$ cat src/rtl/riscv_trace_pkg.sv
// riscv_trace_pkg: shared widths and commit qualification for the write-back trace buffer
package riscv_trace_pkg;
  localparam int XLEN = 32;
  localparam int REGADDR_W = 5;
  // A write to x0 is architecturally invisible, so it never becomes a trace entry.
  function automatic logic is_commit(input logic en, input logic [REGADDR_W-1:0] rd);
    return en && (rd != '0);
  endfunction
endpackage

$ cat src/rtl/wb_commit_trace_buffer_fifo.sv
// trace_fifo: generic first-word-fall-through synchronous FIFO with count and synchronous clear
module trace_fifo #(
  parameter int DEPTH = 16,
  parameter int WIDTH = 8
) (
  input  logic                   clk,
  input  logic                   reset,
  input  logic                   clear_i,
  input  logic                   push_i,
  input  logic                   pop_i,
  input  logic [WIDTH-1:0]       wdata_i,
  output logic [WIDTH-1:0]       rdata_o,
  output logic                   full_o,
  output logic                   empty_o,
  output logic [$clog2(DEPTH):0] count_o
);
  localparam int AW = $clog2(DEPTH);
  logic [WIDTH-1:0] mem_q [DEPTH];
  logic [AW-1:0] wptr_q, wptr_d, rptr_q, rptr_d;
  logic [AW:0] count_q, count_d;
  logic do_push, do_pop;
  assign empty_o = count_q == '0;
  assign full_o = count_q == (AW+1)'(DEPTH);
  assign do_pop = pop_i && !empty_o;
  assign do_push = push_i && (!full_o || do_pop);
  assign count_o = count_q;
  assign rdata_o = empty_o ? '0 : mem_q[rptr_q];
  // Next pointers and occupancy; clear beats any concurrent push or pop.
  always_comb begin
    wptr_d = clear_i ? '0 : wptr_q + AW'(do_push);
    rptr_d = clear_i ? '0 : rptr_q + AW'(do_pop);
    count_d = clear_i ? '0 : count_q + (AW+1)'(do_push) - (AW+1)'(do_pop);
  end
  // Pointer and count state, wiped asynchronously by reset.
  always_ff @(posedge clk or negedge reset) begin
    if (!reset) begin
      wptr_q <= '0;
      rptr_q <= '0;
      count_q <= '0;
    end else begin
      wptr_q <= wptr_d;
      rptr_q <= rptr_d;
      count_q <= count_d;
    end
  end
  // Storage is not reset; an empty FIFO masks whatever stale data it holds.
  always_ff @(posedge clk) begin
    if (do_push && !clear_i) mem_q[wptr_q] <= wdata_i;
  end
endmodule

$ cat src/rtl/wb_commit_trace_buffer.sv
// wb_commit_trace_buffer: records every visible register-file write-back as an ordered trace entry
module wb_commit_trace_buffer
  import riscv_trace_pkg::*;
#(
  parameter int DEPTH = 16,
  parameter int SEQ_W = 16,
  parameter int DROP_W = 8
) (
  input  logic                   clk,
  input  logic                   reset,
  input  logic                   flush,
  input  logic                   wb_rf_enable,
  input  logic [REGADDR_W-1:0]   wb_rd,
  input  logic [XLEN-1:0]        wb_data,
  input  logic [XLEN-1:0]        wb_pc,
  output logic                   out_valid,
  input  logic                   out_ready,
  output logic [XLEN-1:0]        out_pc,
  output logic [REGADDR_W-1:0]   out_rd,
  output logic [XLEN-1:0]        out_data,
  output logic [SEQ_W-1:0]       out_seq,
  output logic [$clog2(DEPTH):0] count,
  output logic                   overflow,
  output logic [DROP_W-1:0]      drop_count
);
  // The entry layout depends on SEQ_W, so it lives here rather than in the package.
  typedef struct packed {
    logic [XLEN-1:0]      pc;
    logic [REGADDR_W-1:0] rd;
    logic [XLEN-1:0]      data;
    logic [SEQ_W-1:0]     seq;
  } trace_entry_t;
  trace_entry_t wentry, rentry;
  logic commit, pop, full, empty, drop;
  logic [SEQ_W-1:0] seq_q, seq_d;
  logic overflow_q, overflow_d;
  logic [DROP_W-1:0] drop_q, drop_d;
  assign commit = is_commit(wb_rf_enable, wb_rd);
  assign pop = !empty && out_ready;
  assign drop = commit && full && !pop && !flush;
  assign wentry = '{pc: wb_pc, rd: wb_rd, data: wb_data, seq: seq_q};
  trace_fifo #(.DEPTH(DEPTH), .WIDTH($bits(trace_entry_t))) u_fifo (
    .clk    (clk),
    .reset  (reset),
    .clear_i(flush),
    .push_i (commit),
    .pop_i  (pop),
    .wdata_i(wentry),
    .rdata_o(rentry),
    .full_o (full),
    .empty_o(empty),
    .count_o(count)
  );
  assign out_valid = !empty;
  assign out_pc = rentry.pc;
  assign out_rd = rentry.rd;
  assign out_data = rentry.data;
  assign out_seq = rentry.seq;
  assign overflow = overflow_q;
  assign drop_count = drop_q;
  // Sequence advances on every qualified commit, dropped or not; drop tracking saturates.
  always_comb begin
    seq_d = flush ? '0 : seq_q + SEQ_W'(commit);
    overflow_d = flush ? 1'b0 : overflow_q || drop;
    drop_d = flush ? '0 : (drop && drop_q != '1) ? drop_q + 1'b1 : drop_q;
  end
  // Counter state with asynchronous reset.
  always_ff @(posedge clk or negedge reset) begin
    if (!reset) begin
      seq_q <= '0;
      overflow_q <= 1'b0;
      drop_q <= '0;
    end else begin
      seq_q <= seq_d;
      overflow_q <= overflow_d;
      drop_q <= drop_d;
    end
  end
endmodule

$ cat config.mk
export PLATFORM = sky130hd
export DESIGN_NAME = wb_commit_trace_buffer
export DESIGN_NICKNAME = d
export VERILOG_FILES = /design/src/rtl/riscv_trace_pkg.sv /design/src/rtl/wb_commit_trace_buffer_fifo.sv /design/src/rtl/wb_commit_trace_buffer.sv
export SDC_FILE = /design/constraint.sdc
export NUM_CORES = 1
export LEC_CHECK = 0
export CORE_MARGIN = 10
export CORE_UTILIZATION = 50
export DETAILED_ROUTE_END_ITERATION = 8
export GPL_TIMING_DRIVEN = 0
export PLACE_DENSITY_LB_ADDON = 0.1
export SYNTH_ARGS = -nofsm -noshare
export SYNTH_HDL_FRONTEND = slang
export SYNTH_SLANG_ARGS = --single-unit
$ cat constraint.sdc
create_clock -name clk -period 10.62 [get_ports clk]
set_clock_uncertainty 0.05 [all_clocks]
set_input_delay 1.593 -clock clk [delete_from_list [all_inputs] [get_ports clk]]
set_output_delay 1.593 -clock clk [all_outputs]
set_load 0.02 [all_outputs]
=== After elaboration in Yosys (flattened, before gate mapping) ===
Memories as Yosys holds them, arrays and structs flattened.
Index checks and enable logic that the tools add are counted.

* Bits in registers: 38
* Bits in writable memories: 1360
* Output and inout bits: 100
* Memories: 1

* Add/subtract/negate cells: 6
* Eq/ne operators: 2
* Mux-type cells: 10
* Reduce and logical (&&, ||, !) cells: 18

{| class="wikitable"
|+ Memory list
! name !! words !! bits a word !! rd ports !! clocked after Yosys merged registers in !! write ports !! line !! text
|-
| u_fifo.mem_q || 16 || 85 || 1 || 0 || 1 || wb_commit_trace_buffer_fifo.sv:18 || <nowiki>logic [WIDTH-1:0] mem_q [DEPTH];</nowiki>
|}

{| class="wikitable"
|+ Operators by type and width
! kind !! number
|-
| 85-bit 2-to-1 mux || 1
|-
| 16-bit by 1-bit adder with 16-bit output || 1
|-
| 16-bit 2-to-1 mux || 1
|-
| 8-bit 2-to-1 mux || 2
|-
| 1-bit logical AND || 9
|-
| 4-bit by 1-bit adder with 4-bit output || 2
|-
| 8-bit by 1-bit adder with 8-bit output (second input constant) || 1
|-
| 4-bit 2-to-1 mux || 2
|-
| 8-bit != test (second input constant) || 1
|-
| 5-bit by 1-bit adder with 5-bit output || 1
|-
| 5-bit equality test (second input constant) || 1
|-
| 5-bit zero test || 1
|-
| 5-bit 2-to-1 mux || 1
|-
| 5-bit nonzero test || 1
|-
| 5-bit by 1-bit subtractor with 5-bit output || 1
|-
| 1-bit zero test || 4
|-
| 1-bit 2-to-1 mux || 3
|-
| 1-bit logical OR || 2
|-
| 2-bit nonzero test || 1
|}

=== Logic depth before layout (Yosys ltp) ===
* Word-level depth: 9
* Gate-level depth with buffers: 13

=== Cells and area by module ===
From an unflattened synthesis, not the netlist that was laid out.

* Cells, all modules: 2291
* Area, all modules: 52939.5 µm²

{| class="wikitable"
|+ By module, submodules not included
! module !! instances !! cells each !! area each (µm²) !! seq. area each (µm²)
|-
| trace_fifo || 1 || 2164 || 51677.1 || 41164.5
|-
| wb_commit_trace_buffer || 1 || 127 || 1262.5 || 625.6
|}

=== Worst setup path after synthesis ===
OpenSTA, ideal clock, no wires.

* Path type: input to register
* From: in wb_rd[3]
* To: mem u_fifo.mem_q[12][0] in the netlist's numbering, enable pin
* Setup time: 768 ps
* Arrival: 10785 ps
* Required time: 9802 ps
* Path slack: -983 ps
* Stages on the path: 5
* Path buffers: 0
* Cells stage by stage: or4_1 o21ai_2 inv_2 nand3_2 nor4b_1

* Word-level cells in the longest chain between the ends: 6

{| class="wikitable"
|+ RTL lines
! element !! line !! text
|-
| from (decl) || wb_commit_trace_buffer.sv:13 || <nowiki>input logic [REGADDR_W-1:0] wb_rd,</nowiki>
|-
| 5-bit nonzero test || riscv_trace_pkg.sv:7 || <nowiki>return en && (rd != '0);</nowiki>
|-
| 1-bit logical AND || riscv_trace_pkg.sv:7 ||
|-
| 1-bit logical AND || wb_commit_trace_buffer_fifo.sv:25 || <nowiki>assign do_push = push_i && (!full_o || do_pop);</nowiki>
|-
| 1-bit logical AND || wb_commit_trace_buffer_fifo.sv:48 || <nowiki>if (do_push && !clear_i) mem_q[wptr_q] <= wdata_i;</nowiki>
|-
| 1-bit 2-to-1 mux || wb_commit_trace_buffer_fifo.sv:48 ||
|-
| 1-bit 2-to-1 mux (not written as such) || wb_commit_trace_buffer_fifo.sv:48 ||
|-
| to (decl) || wb_commit_trace_buffer_fifo.sv:18 ||
|}

No other way between the ends.

=== Worst setup path after layout ===
* From: reg u_fifo.count_q[3] (netlist: u_fifo.count_o[3])
* To: out out_data[24]

* Word-level cells in the longest chain between the ends: 2

{| class="wikitable"
|+ RTL lines
! element !! line !! text
|-
| from (decl) || wb_commit_trace_buffer_fifo.sv:20 || <nowiki>logic [AW:0] count_q, count_d;</nowiki>
|-
| from (signal assigned) || wb_commit_trace_buffer_fifo.sv:43 || <nowiki>count_q <= count_d;</nowiki>
|-
| 5-bit zero test || wb_commit_trace_buffer_fifo.sv:22 || <nowiki>assign empty_o = count_q == '0;</nowiki>
|-
| 85-bit 2-to-1 mux || wb_commit_trace_buffer_fifo.sv:27 || <nowiki>assign rdata_o = empty_o ? '0 : mem_q[rptr_q];</nowiki>
|-
| to (decl) || wb_commit_trace_buffer.sv:20 || <nowiki>output logic [XLEN-1:0] out_data,</nowiki>
|}

No other way between the ends.

==> flow_metrics.tcl <==
set metrics [dict create \
    status "finished, final reports clean" \
    hp-class "flip-flop to flip-flop" \
    avgSynthCellArea_um2 23.0 \
    clock_sinks 1398 \
    area_growth_pct 19.2 \
    grt_start_max_net_pins 39 \
    drc_errors 0 \
    slew_violations 0 \
    crit_top_cell "clkbuf_1" \
    vias 26097 \
    cts_tree "built" \
    final_core_util 0.600 \
    dieArea_um2 119000 \
    firstDrtPassIters 5 \
    grt_pass1_wl_mm 189 \
    numPortBuffers 173 \
    cts.clk_slew.worst_paths_ns 0.06 \
    cts_buffers 141 \
    ys_seq_area_frac 0.788 \
    worstPathMaxFanout 10 \
    n_fill_cell 7411 \
    ys_ff_latch 1398 \
    drive_above_1_share 0.291 \
    final_cells 4341 \
    min_period_over_period 0.583 \
    placed_area_um2 58700 \
    seq_area_um2 41800 \
    wl_per_cell_um 29.8 \
    start_kind "flip-flop" \
    pwr_density_cell_nw_per_um2 220 \
    fin_crit_ns 6.19 \
    design_power_total_mw 13.9 \
    crit_chain "inv_1 -> ha_1 -> nor4b_4 -> nor3_1 -> clkbuf_1 -> clkbuf_1 -> a22oi_1 -> nand2_1 -> clkdlybuf4s50_1" \
    yosysWarnings 0 \
    syn-num-nets 2390 \
    synth_flop_cell "edfxtp_1" \
    vdd_drop_max_v 0.000137 \
    groute.usage.overall 0.215 \
    crit_path_end_kind "output pin" \
    place_congestion 0.731 \
    ctsRootBufferMaster "clkbuf_16" \
    grt_pass1_vias 27391 \
    path_delay_family "buffers and inverters" \
    antenna_left 0 \
    placementRows 119 \
    async_flop_share 0.0272 \
    max_freq_mhz 162 \
    antenna_found_initial 4 \
    slowest_stage "clkbuf_1" \
    post-cts-setup-buffers 0 \
    io_pins 174 \
    overflow 0 \
    nets 2922 \
    synth_area_um2 53000 \
    clk_latency_ns 0.73 \
    fp.dieW_um 346 \
    arrival_ns 4.55 \
    setup_viol_count_final 0 \
    critPathMaxStageDelay_ns 1.03 \
    dpl.hpwl_mm 87.4 \
    relSlewSlack 0.0934 \
    synthCells 2303 \
    wirelength_mm 129 \
    synth_cell_types 49 \
    design_area_um2 63200 \
    path_buf_inv 4 \
    synth_edf_count 1360 \
    cts_hold_buf 0 \
    crit_required_ns 8.98 \
    multi_input_area_um2 10700 \
    coreArea_um2 105000 \
    worst_pin_slew_ns 1.36 \
    cts_resized 0 \
    hold_violations 0 \
    clock_path_buffers 3 \
    critPathKind "flip-flop to output pin" \
    drt_iter0_drc 2959 \
    place_inst 4083 \
    viasPerCell 6.01 \
    rrSetupSlack_ns 6.99 \
    die_y_um 346 \
    max-cap-violations 0 \
    h-tree-depth 4 \
    leakagePower_nw 20.3 \
    rsz0062_at_grt "false" \
    start_util 0.504 \
]
-- cells by family after synthesis --
logic type | after synthesis | share of synthesized area
adders and majority gates | 13 | 0.00321
AOI/OAI and AO/OA | 195 | 0.0302
xor gates and xnor gates | 15 | 0.00248
DFF | 1398 | 0.788
muxes | 346 | 0.146
buffers and inverters | 133 | 0.0114
and+or+nand+nor | 203 | 0.0186
-- synth_stat cells, drive strengths merged, types with 4 or more instances --
cell | number | area, um2
xor2 | 7 | 61.3
a22oi | 169 | 1430
nor2b | 15 | 93.8
inv | 11 | 41.3
mux4 | 340 | 7660
nor2 | 25 | 93.8
nand4 | 6 | 37.5
buf | 61 | 337
edfxtp | 1360 | 40800
nor4 | 9 | 56.3
xnor2 | 8 | 70.1
a21oi | 7 | 35.0
nand3 | 12 | 65.1
dfrtp | 38 | 951
nor3 | 12 | 60.1
nor4b | 5 | 58.8
ha | 12 | 150
mux2 | 4 | 45.0
o21ai | 6 | 33.8
and3 | 5 | 31.3
nand2 | 96 | 360
clkbuf | 61 | 229
-- metal layers --
layer,routed length [um],track usage,up-vias
met5,0,0,-
met4,2280,0.0522,0
met3,9200,0.0382,155
met2,63500,0.346,1064
met1,54400,0.306,13964
li1,-,-,10914
-- registers in the layout, summed over array words and instances (netlist names) --
| name | flops |
|---|---|
| u_fifo.rptr_q | 4 |
| drop_count | 8 |
| overflow | 1 |
| u_fifo.wptr_q | 4 |
| u_fifo.count_o | 5 |
| u_fifo.mem_q | 1360 |
| seq_q | 16 |
-- placed cells by master, fill, tap and decap left out, drive strengths merged, types with 4 or more instances in the layout --
master,synthesis,routed
a21oi,7,7
buf,61,278
nor2b,15,15
nor4b,5,5
xor2,7,7
o21ai,6,6
inv,11,16
and3,5,5
clkbuf,61,240
ha,12,12
mux2,4,4
bufinv,0,11
nand2,96,96
clkdlybuf4s50,0,172
nor4,9,9
nor2,25,25
dfrtp,38,38
edfxtp,1360,1360
clkinvlp,0,8
nand3,12,12
a22oi,169,169
nor3,12,12
nand4,6,6
clkinv,0,53
mux4,340,340
xnor2,8,8
-- area by class of cell --
type,count,area share
repair buffers,389,0.0605
clock inverters,77,0.0107
diodes,2,0.0000792
clock buffers,179,0.0605
plain buffers,122,0.00895
multi-input cells,772,0.170
flip-flops and latches,1398,0.661
inverters,11,0.000653
well taps,1391,0.0275
-- metrics by stage --
stage / hold slack [ns] / setup WS [ns] / setup TNS, ns
finish: 0.454 / 4.43 / 0
global route: 0.478 / 4.26 / 0
CTS: 0.458 / 4.40 / 0
detailed placement: 0.432 / 4.78 / 0
global placement: 0.431 / -14.61 / -
floorplan: 0.501 / -0.983 / -384.26
-- final timing paths --
kind / startpoint / end / cells past startpoint
min in group asynchronous: reset / drop_count[1]$_DFFE_PN0P_ / 1
worst min-delay path: overflow$_DFF_PN0_ / overflow$_DFF_PN0_ / 1
worst max-delay path: u_fifo.count_o[3]$_DFF_PN0_ / out_data[24] / 9
max in group asynchronous: reset / u_fifo.wptr_q[2]$_DFF_PN0_ / 1
worst max register to register: u_fifo.count_o[3]$_DFF_PN0_ / u_fifo.mem_q[11][41]$_DFFE_PP_ / 11
worst min register to register: overflow$_DFF_PN0_ / overflow$_DFF_PN0_ / 1
-- worst reg2reg max path, cell delays in order (launching register included) --
cell      delay, ns
dfrtp_1        0.40
inv_1          0.09
ha_1           0.21
nand4b_1       0.31
nand3_2        0.26
buf_4          0.28
nor3_2         0.68
buf_6          0.25
buf_6          0.19
buf_6          0.20
buf_8          0.16
buf_4          0.24
-- report_power, final --
part	switching [mW]	total [mW]	internal, mW	leakage, nW
Sequential	0.0319	6.15	6.11	12.9
Combinational	1.63	2.94	1.31	5.27
Clock	2.02	4.84	2.81	2.17
Total	3.69	13.9	10.2	20.3
Note: power is estimated with default switching activity, not from simulation.
